## src/rtl/icache_fill_unit_if.sv

```systemverilog
// Fetch-side lookup and memory-bus load signals of the instruction cache.
// The cache is the slave end; the fetch stage / memory bus environment is the master end.
interface icache_fill_unit_if #(
    parameter int XLEN = 32
);
    logic [XLEN-1:0] proc2Icache_addr;
    logic [63:0]     Icache_data_out;
    logic            Icache_valid_out;
    logic [1:0]      proc2Imem_command;
    logic [XLEN-1:0] proc2Imem_addr;
    logic [3:0]      Imem2proc_response;
    logic [63:0]     Imem2proc_data;
    logic [3:0]      Imem2proc_tag;

    modport master (
        output proc2Icache_addr,
        input  Icache_data_out,
        input  Icache_valid_out,
        input  proc2Imem_command,
        input  proc2Imem_addr,
        output Imem2proc_response,
        output Imem2proc_data,
        output Imem2proc_tag
    );

    modport slave (
        input  proc2Icache_addr,
        output Icache_data_out,
        output Icache_valid_out,
        output proc2Imem_command,
        output proc2Imem_addr,
        input  Imem2proc_response,
        input  Imem2proc_data,
        input  Imem2proc_tag
    );
endinterface

```

## src/rtl/icache_fill_unit.sv

```systemverilog
// Direct-mapped instruction cache with a single outstanding tagged miss.
// Hits are combinational; a fill becomes visible the cycle after its data tag matches.
module icache_fill_unit #(
    parameter int CACHE_LINES = 32,
    parameter int XLEN        = 32
) (
    input logic              clock,
    input logic              reset,
    icache_fill_unit_if.slave bus
);
    localparam int IDX_BITS = $clog2(CACHE_LINES);
    localparam int TAG_BITS = XLEN - 3 - IDX_BITS;

    localparam logic [1:0] BUS_NONE = 2'd0;
    localparam logic [1:0] BUS_LOAD = 2'd1;

    typedef enum logic [0:0] {
        IDLE = 1'b0,
        WAIT = 1'b1
    } state_t;

    state_t                state_r;
    state_t                state_s;
    logic [3:0]            pending_tag_r;
    logic [IDX_BITS-1:0]   miss_idx_r;
    logic [TAG_BITS-1:0]   miss_tag_r;

    logic [CACHE_LINES-1:0] valid_r;
    logic [TAG_BITS-1:0]    tag_r  [CACHE_LINES];
    logic [63:0]            data_r [CACHE_LINES];

    logic [IDX_BITS-1:0]   idx_s;
    logic [TAG_BITS-1:0]   tag_s;
    logic                  hit_s;
    logic                  accept_s;
    logic                  fill_s;

    // Address split and hit detection against the indexed line.
    always_comb begin
        idx_s = bus.proc2Icache_addr[IDX_BITS+2:3];
        tag_s = bus.proc2Icache_addr[XLEN-1:IDX_BITS+3];
        hit_s = valid_r[idx_s] && (tag_r[idx_s] == tag_s);
    end

    // Lookup result: zero data whenever there is no hit, and nothing during reset.
    always_comb begin
        if (hit_s && !reset) begin
            bus.Icache_valid_out = 1'b1;
            bus.Icache_data_out  = data_r[idx_s];
        end else begin
            bus.Icache_valid_out = 1'b0;
            bus.Icache_data_out  = 64'd0;
        end
    end

    // Next-state logic and bus request generation.
    always_comb begin
        state_s               = state_r;
        bus.proc2Imem_command = BUS_NONE;
        bus.proc2Imem_addr    = {bus.proc2Icache_addr[XLEN-1:3], 3'b000};
        accept_s              = 1'b0;
        fill_s                = 1'b0;
        case (state_r)
            IDLE: begin
                if (!hit_s && !reset) begin
                    bus.proc2Imem_command = BUS_LOAD;
                    if (bus.Imem2proc_response != 4'd0) begin
                        accept_s = 1'b1;
                        state_s  = WAIT;
                    end else begin
                        state_s  = IDLE;
                    end
                end else begin
                    bus.proc2Imem_command = BUS_NONE;
                end
            end
            WAIT: begin
                // Tag 0 means "no data"; pending_tag is never 0 while waiting.
                if ((bus.Imem2proc_tag != 4'd0) && (bus.Imem2proc_tag == pending_tag_r)) begin
                    fill_s  = 1'b1;
                    state_s = IDLE;
                end else begin
                    state_s = WAIT;
                end
            end
            default: begin
                state_s = IDLE;
            end
        endcase
    end

    // Control state: FSM, outstanding transaction and line valid/tag bits.
    always_ff @(posedge clock) begin
        if (reset) begin
            state_r       <= IDLE;
            pending_tag_r <= 4'd0;
            miss_idx_r    <= '0;
            miss_tag_r    <= '0;
            valid_r       <= '0;
        end else begin
            state_r <= state_s;
            if (accept_s) begin
                pending_tag_r <= bus.Imem2proc_response;
                miss_idx_r    <= idx_s;
                miss_tag_r    <= tag_s;
            end else if (fill_s) begin
                pending_tag_r         <= 4'd0;
                valid_r[miss_idx_r]   <= 1'b1;
                tag_r[miss_idx_r]     <= miss_tag_r;
            end
        end
    end

    // Data array write on fill; contents are only meaningful behind a valid bit.
    always_ff @(posedge clock) begin
        if (fill_s && !reset) begin
            data_r[miss_idx_r] <= bus.Imem2proc_data;
        end
    end
endmodule

```

## src/flat_wrapper.sv

```systemverilog
// flat-port wrapper written by rule: the top's interface ports become plain ports
module icache_fill_unit_flat 
#(
    parameter int CACHE_LINES = 32,
    parameter int XLEN        = 32
)
  (clock, reset, bus_proc2Icache_addr, bus_Icache_data_out, bus_Icache_valid_out, bus_proc2Imem_command, bus_proc2Imem_addr, bus_Imem2proc_response, bus_Imem2proc_data, bus_Imem2proc_tag);
  icache_fill_unit_if #(.XLEN(XLEN)) bus_i ();
  input logic clock;
  input logic reset;
  input wire logic [$bits(bus_i.proc2Icache_addr)-1:0] bus_proc2Icache_addr;
  output wire logic [$bits(bus_i.Icache_data_out)-1:0] bus_Icache_data_out;
  output wire logic [$bits(bus_i.Icache_valid_out)-1:0] bus_Icache_valid_out;
  output wire logic [$bits(bus_i.proc2Imem_command)-1:0] bus_proc2Imem_command;
  output wire logic [$bits(bus_i.proc2Imem_addr)-1:0] bus_proc2Imem_addr;
  input wire logic [$bits(bus_i.Imem2proc_response)-1:0] bus_Imem2proc_response;
  input wire logic [$bits(bus_i.Imem2proc_data)-1:0] bus_Imem2proc_data;
  input wire logic [$bits(bus_i.Imem2proc_tag)-1:0] bus_Imem2proc_tag;
  assign bus_i.proc2Icache_addr = bus_proc2Icache_addr;
  assign bus_Icache_data_out = bus_i.Icache_data_out;
  assign bus_Icache_valid_out = bus_i.Icache_valid_out;
  assign bus_proc2Imem_command = bus_i.proc2Imem_command;
  assign bus_proc2Imem_addr = bus_i.proc2Imem_addr;
  assign bus_i.Imem2proc_response = bus_Imem2proc_response;
  assign bus_i.Imem2proc_data = bus_Imem2proc_data;
  assign bus_i.Imem2proc_tag = bus_Imem2proc_tag;
  icache_fill_unit #(.CACHE_LINES(CACHE_LINES), .XLEN(XLEN)) u_core (.clock(clock), .reset(reset), .bus(bus_i));
endmodule
```

## config.mk

```make
export PLATFORM = sky130hd
export DESIGN_NAME = icache_fill_unit_flat
export DESIGN_NICKNAME = d
export VERILOG_FILES = /design/src/rtl/icache_fill_unit_if.sv /design/src/rtl/icache_fill_unit.sv /design/src/flat_wrapper.sv
export SDC_FILE = /design/constraint.sdc
export NUM_CORES = 2
export LEC_CHECK = 0
export ABC_CLOCK_PERIOD_IN_PS = 6400
export CAP_MARGIN = 20
export CORE_MARGIN = 2
export CORE_UTILIZATION = 51
export DETAILED_ROUTE_END_ITERATION = 16
export GPL_ROUTABILITY_DRIVEN = 0
export MAX_ROUTING_LAYER = met4
export PLACE_DENSITY = 0.74
export SLEW_MARGIN = 20
export SYNTH_ARGS = -nofsm -noshare
export SYNTH_HDL_FRONTEND = slang
export SYNTH_SLANG_ARGS = --single-unit
```

## constraint.sdc

```tcl
create_clock -name clock -period 6.4 [get_ports clock]
set_input_delay 0.64 -clock clock [delete_from_list [all_inputs] [get_ports clock]]
set_output_delay 0.64 -clock clock [all_outputs]
set_load 0.1 [all_outputs]
```

# Yosys cells after proc, flatten, opt, wreduce, memory -nomap -nowiden
# Memories as Yosys holds them, arrays and structs flattened.
# Index checks and enable logic that the tools add are counted.
dict set report word_totals {
  ff_bits 66
  latch_bits 0
  ramBits 2816
  mem_bits_ro 0
  input_bits 106
  mem_count 2
}
dict set report op_classes {
  n_addsub 0
  multipliers 0
  n_div 0
  order_cmp 3
  eq_ne 2
  shifts 0
  mux 23
  bitwise_logic 3
  n_reduce_logical 12
}
# memory depth width read_ports rd_ports_with_merged_regs wr line_no
set memory_table {}
lappend memory_table {u_core.data_r 32 64 1 0 1 icache_fill_unit.sv:30} ;# logic [63:0] data_r [CACHE_LINES];
lappend memory_table {u_core.tag_r 32 24 1 0 1 icache_fill_unit.sv:29} ;# logic [TAG_BITS-1:0] tag_r [CACHE_LINES];
# op n
set op_table {}
lappend op_table {{two-way mux 64 bit} 1}
lappend op_table {{OR 32 bit} 1}
lappend op_table {{== test 24 bit} 1}
lappend op_table {{two-way mux 1 bit} 16}
lappend op_table {{< comparator 5 x 6 -> 1 bit (second input constant)} 2}
lappend op_table {{two-way mux 4 bit} 2}
lappend op_table {{nonzero test 4 bit} 2}
lappend op_table {{logical AND 1 bit} 6}
lappend op_table {{binary-select mux 1 bit (select 5 bit)} 1}
lappend op_table {{demux 1 bit (select 5 bit)} 1}
lappend op_table {{greater-or-equal comparator 5 x 1 -> 1 bit (second input constant)} 1}
lappend op_table {{== test 4 bit} 1}
lappend op_table {{zero test 1 bit} 2}
lappend op_table {{two-way mux 2 bit} 1}
lappend op_table {{inverter 1 bit} 2}
lappend op_table {{case mux 1 bit (2 select lines)} 1}
lappend op_table {{AND reduction 2 bit} 1}
lappend op_table {{nonzero test 2 bit} 1}

# Depth between registers and ports, before layout
dict set report depth {
  word_depth 10
  mapped_depth 19
}

# Worst setup path before layout
# No wires, ideal clock.
dict set report synth_path {
  kind {in2reg}
  from {input bus_Imem2proc_tag[0]}
  to {memory u_core.data_r[0][0] (enable)}
  arrival_ns 6.266
  required_time_ns 5.835
  setup_slack_ns -0.431
  path_stages 6
  path_cell_list {xor2_1 > nor4_1 > nand2_1 > or3_1 > clkbuf_1 > nor3_1}
}
dict set report synth_via {
  elab_chain_len 7
}
# element line_no
set synth_rtl {}
lappend synth_rtl {{start, declared} flat_wrapper.sv:18} ;# input wire logic [$bits(bus_i.Imem2proc_tag)-1:0] bus_Imem2proc_tag;
lappend synth_rtl {{== test 4 bit / nonzero test 4 bit (equally long branches)} icache_fill_unit.sv:79} ;# if ((bus.Imem2proc_tag != 4'd0) && (bus.Imem2proc_tag == pending_tag_r)) begin
lappend synth_rtl {{logical AND 1 bit (*)} icache_fill_unit.sv:79}
lappend synth_rtl {{two-way mux 1 bit (*)} icache_fill_unit.sv:79}
lappend synth_rtl {{two-way mux 1 bit (*)} icache_fill_unit.sv:63} ;# case (state_r)
lappend synth_rtl {{logical AND 1 bit (*)} icache_fill_unit.sv:116} ;# if (fill_s && !reset) begin
lappend synth_rtl {{two-way mux 1 bit (*)} icache_fill_unit.sv:116}
lappend synth_rtl {{two-way mux 1 bit (implied by the code) (*)} icache_fill_unit.sv:117} ;# data_r[miss_idx_r] <= bus.Imem2proc_data;
lappend synth_rtl {{end, declared} icache_fill_unit.sv:30}
# Every way passes the cells marked *; elsewhere a longest branch is shown, timed or not.

# Worst setup path in the final report
dict set report layout_path {
  from {input bus_proc2Icache_addr[3]}
  to {output bus_Icache_data_out[60]}
}
dict set report layout_via {
  elab_chain_len 5
}
# element line_no
set layout_rtl {}
lappend layout_rtl {{start, declared} flat_wrapper.sv:11} ;# input wire logic [$bits(bus_i.proc2Icache_addr)-1:0] bus_proc2Icache_addr;
lappend layout_rtl {{memory (32 x 24 bit) / binary-select mux 1 bit (select 5 bit) (equally long branches)} -}
lappend layout_rtl {{== test 24 bit / two-way mux 1 bit (equally long branches)} icache_fill_unit.sv:42} ;# hit_s = valid_r[idx_s] && (tag_r[idx_s] == tag_s);
lappend layout_rtl {{logical AND 1 bit} icache_fill_unit.sv:42}
lappend layout_rtl {{logical AND 1 bit} icache_fill_unit.sv:47} ;# if (hit_s && !reset) begin
lappend layout_rtl {{two-way mux 64 bit (*)} icache_fill_unit.sv:47}
lappend layout_rtl {{end, declared} flat_wrapper.sv:12} ;# output wire logic [$bits(bus_i.Icache_data_out)-1:0] bus_Icache_data_out;
# Every way passes the cells marked *; elsewhere a longest branch is shown, timed or not. The select of a mux whose other input is x is not followed.

==> summary.md <==
| Metric | Value |
|---|---|
| Status | finished clean |
| Total Routed Length | 274000 µm |
| Finished Layout Cells | 8228 |
| Mapped Cells | 4779 |
| Worst Hold Launch | bus_Imem2proc_data[38] |
| Max_cap viols | 0 |
| CTS tree | built |
| Starting density of the core | 51.1% |
| Critical path's largest stage delay | 0.56 ns |
| Die Width | 470 µm |
| Root Driver | clkbuf_16 |
| # DRC | 0 |
| Htree depth | 5 |
| Seq/Total Area, Yosys | 77.6% |
| Total CTS buffers | 293 |
| Critical path capture point type | output port |
| Final Hold Vio Count | 0 |
| Worst-Margin Slew | 1.17 ns |
| Unrepaired setup endpoints after global routing | false |
| Area of the multi-input gates | 23800 µm² |
| Worst r2r src | u_core.pending_tag_r[1] |
| Synth warn | 0 |
| Power per standard cell area | 305 nW/µm² |
| Antenna-violating nets left | 0 |
| Crit path max fanout | 48 |
| Initial antenna violation count | 23 |
| Die area | 221000 µm² |
| IO Count | 205 |
| Final period utilization | 95.9% |
| Synth Area per Inst | 23.2 µm² |
| Crit path launch type | input port |
| Number of flops mapped to enable cells by yosys | 2816 |
| Max-slew headroom | 22.1% |
| Placement Cell Area | 118000 µm² |
| CP most frequent cell | buf_4 |
| Worst Hold Slack | 0.228 ns |
| Synth Register Bits | 2882 |
| Clk Latency, worst-skew pair | 0.93 ns |
| # fillers | 14700 |
| Area Overhead vs Synth | 14.4% |
| Sink Count | 2882 |
| CP cell instances | buf_8 -> buf_4 -> mux4_2 -> a22oi_1 -> nand4_1 -> xor2_1 -> nor4_1 -> o2111ai_1 -> nor4_4 -> buf_4 -> nand2_8 -> buf_12 -> nor2_2 -> buf_4 -> buf_12 |
| Most frequent cells in the layout | edfxtp_1 (2816), mux4_2 (773), clkbuf_16 (301), mux2i_1 (181), buf_4 (131) |
| Die Ht | 470 µm |
| HP Class | in2reg |
| Initial drt markers | 7817 |
| Total grt overflow | 0 |
| Setup Viol. Count Final | 0 |
| Largest net degree at the start of global routing | 169 |
| Leak pwr | 40.6 nW |
| Worst Path Arrival | 5.50 ns |
| Crit path from | bus_proc2Icache_addr[3] |
| DRT met1 WL | 103000 µm |
| WL/cell | 33.3 µm |
| F_max | 163 MHz |
| Final Net Count | 5264 |
| Critical path required time | 5.76 ns |
| Reg area | 85900 µm² |
| Clk buf depth | 4 |
| Post-synth ARST share | 0% |
| Core area | 217000 µm² |
| Synth top area share | 76.4% |
| Reg clk slew, reported paths | 0.07 ns |
| DR WL met3 | 26700 µm |
| First-pass GRT wire length | 391000 µm |
| Crit-path slowest cell | mux4_2 |
| Largest area contributor in the netlist | edfxtp_1 |
| Dpl cells | 7715 |
| Uppermost layer routed | met4 |
| Netlist cell types | 75 |
| Slew Limit Fails | 0 |
| Vias/cell | 6.50 |
| Met2 routed wirelength | 135000 µm |
| Period minus WS final | 6.14 ns |
| Vias | 53500 |
| Crit path kind | in2out |
| IO Port Bufs | 197 |
| Layout cells sized above 1 | 28.1% |
| Area contributors post-synth | edfxtp_1 (76%), mux4_2 (16%), mux2i_1 (1.6%) |
| Max VDD drop | 0.291 mV |
| Synthesized cell area | 111000 µm² |
| Number of global-route vias before repair | 54000 |
| Most used DFF post-synth | edfxtp_1 |
| Design Area, Final | 127000 µm² |
| Total track usage | 25.4% |
| Core Rows | 171 |
| Dpl hpwl | 137000 µm |
| DR pass1 iterations | 6 |
| Layout Skew | 0.0926 ns |
| Commonest non-fill, non-tap cell in the layout | edfxtp_1 |
[sequential cells by signal, indices dropped and copies added, names as in the netlist]
| signal | count |
|---|---|
| u_core.state_r | 1 |
| u_core.data_r | 2048 |
| u_core.pending_tag_r | 4 |
| u_core.valid_r | 32 |
| u_core.tag_r | 768 |
| u_core.miss_idx_r | 5 |
| u_core.miss_tag_r | 24 |
[cells in the mapped netlist, types with 18 or more instances]
master / number
buf_4: 49
mux4_2: 773
a21oi_1: 44
nand2_1: 51
edfxtp_1: 2816
mux2i_1: 181
a22oi_1: 44
buf_2: 90
a21o_1: 34
dfxtp_1: 66
o21ai_0: 36
buf_1: 43
clkbuf_1: 91
nor2b_1: 18
nor3_1: 39
nor2_1: 129
nand3_1: 49
[power breakdown]
group / leakage [nW] / switching (W) / internal, W
clock: 4.34 / 0.00681 / 0.00935
sequential: 26.5 / 0.0000903 / 0.0207
combinational: 9.81 / 0.00100 / 0.000705
total: 40.6 / 0.00791 / 0.0308
[path summary, 6_finish.rpt]
kind / endpoint / slack (ns) / depth (start not counted)
min reg2reg: u_core.valid_r[21] / 0.45 / 1
max reg2reg: u_core.data_r[23][20] / 2.39 / 10
min: u_core.data_r[23][38] / 0.23 / 1
max: bus_Icache_data_out[60] / 0.26 / 15
[metrics by stage]
step | utilization, % | power, W | setup TNS (ns) | worst slack, ns
2_1_floorplan | - | 0.0223 | -144.72 | -0.431
3_3_place_gp | 54.4 | 0.0229 | -1.48 | -0.455
3_5_place_dp | 54.4 | 0.0229 | -1.85 | -0.438
4_1_cts | 58.5 | 0.0389 | 0 | 0.0669
5_1_grt | 58.5 | 0.0397 | 0 | 0.171
6_report | 58.5 | 0.0387 | 0 | 0.259
[routing by layer]
layer / up-vias / track usage [%]
li1: 21100 / -
met1: 28500 / 34.3
met2: 3353 / 39.5
met3: 548 / 4.61
met4: 0 / 9.08
met5: - / -
[cell type report]
cell class	instances	share of cell area, %
clock inverter	120	0.818
inverter	9	0.0346
clock buffer	375	6.20
multi-input combinational	1598	18.8
tap	2854	2.82
sequential	2882	67.8
timing repair buffer	374	3.55
antenna	16	0.0316
[worst max-delay path, delay by kind of cell]
family	cells	cell delay (ns)
xor+xnor	1	0.21
buf+inv	6	1.65
simple gates	5	1.53
mux	1	0.56
compound gates	2	0.75
[what timing repair did]
action / CTS / global route
endpoints found under the setup margin: 45 / 1
cloned: 0 / 0
hold buffers: 0 / 0
setup buffers: 0 / 0
gates resized for setup: 4 / 3
[cell families (layout without fill, tap and decap cells)]
family,Yosys count,in the layout,share of synthesized area [%]
flip-flops,2882,2882,77.6
multiplexers,983,983,17.8
AND/OR/NAND/NOR,345,345,1.47
buffers and inverters,302,878,1.43
AO/OA/AOI/OAI,238,238,1.48
XOR/XNOR,28,28,0.221
other,1,20,0.00339
Power figures use the tool's default switching activity.
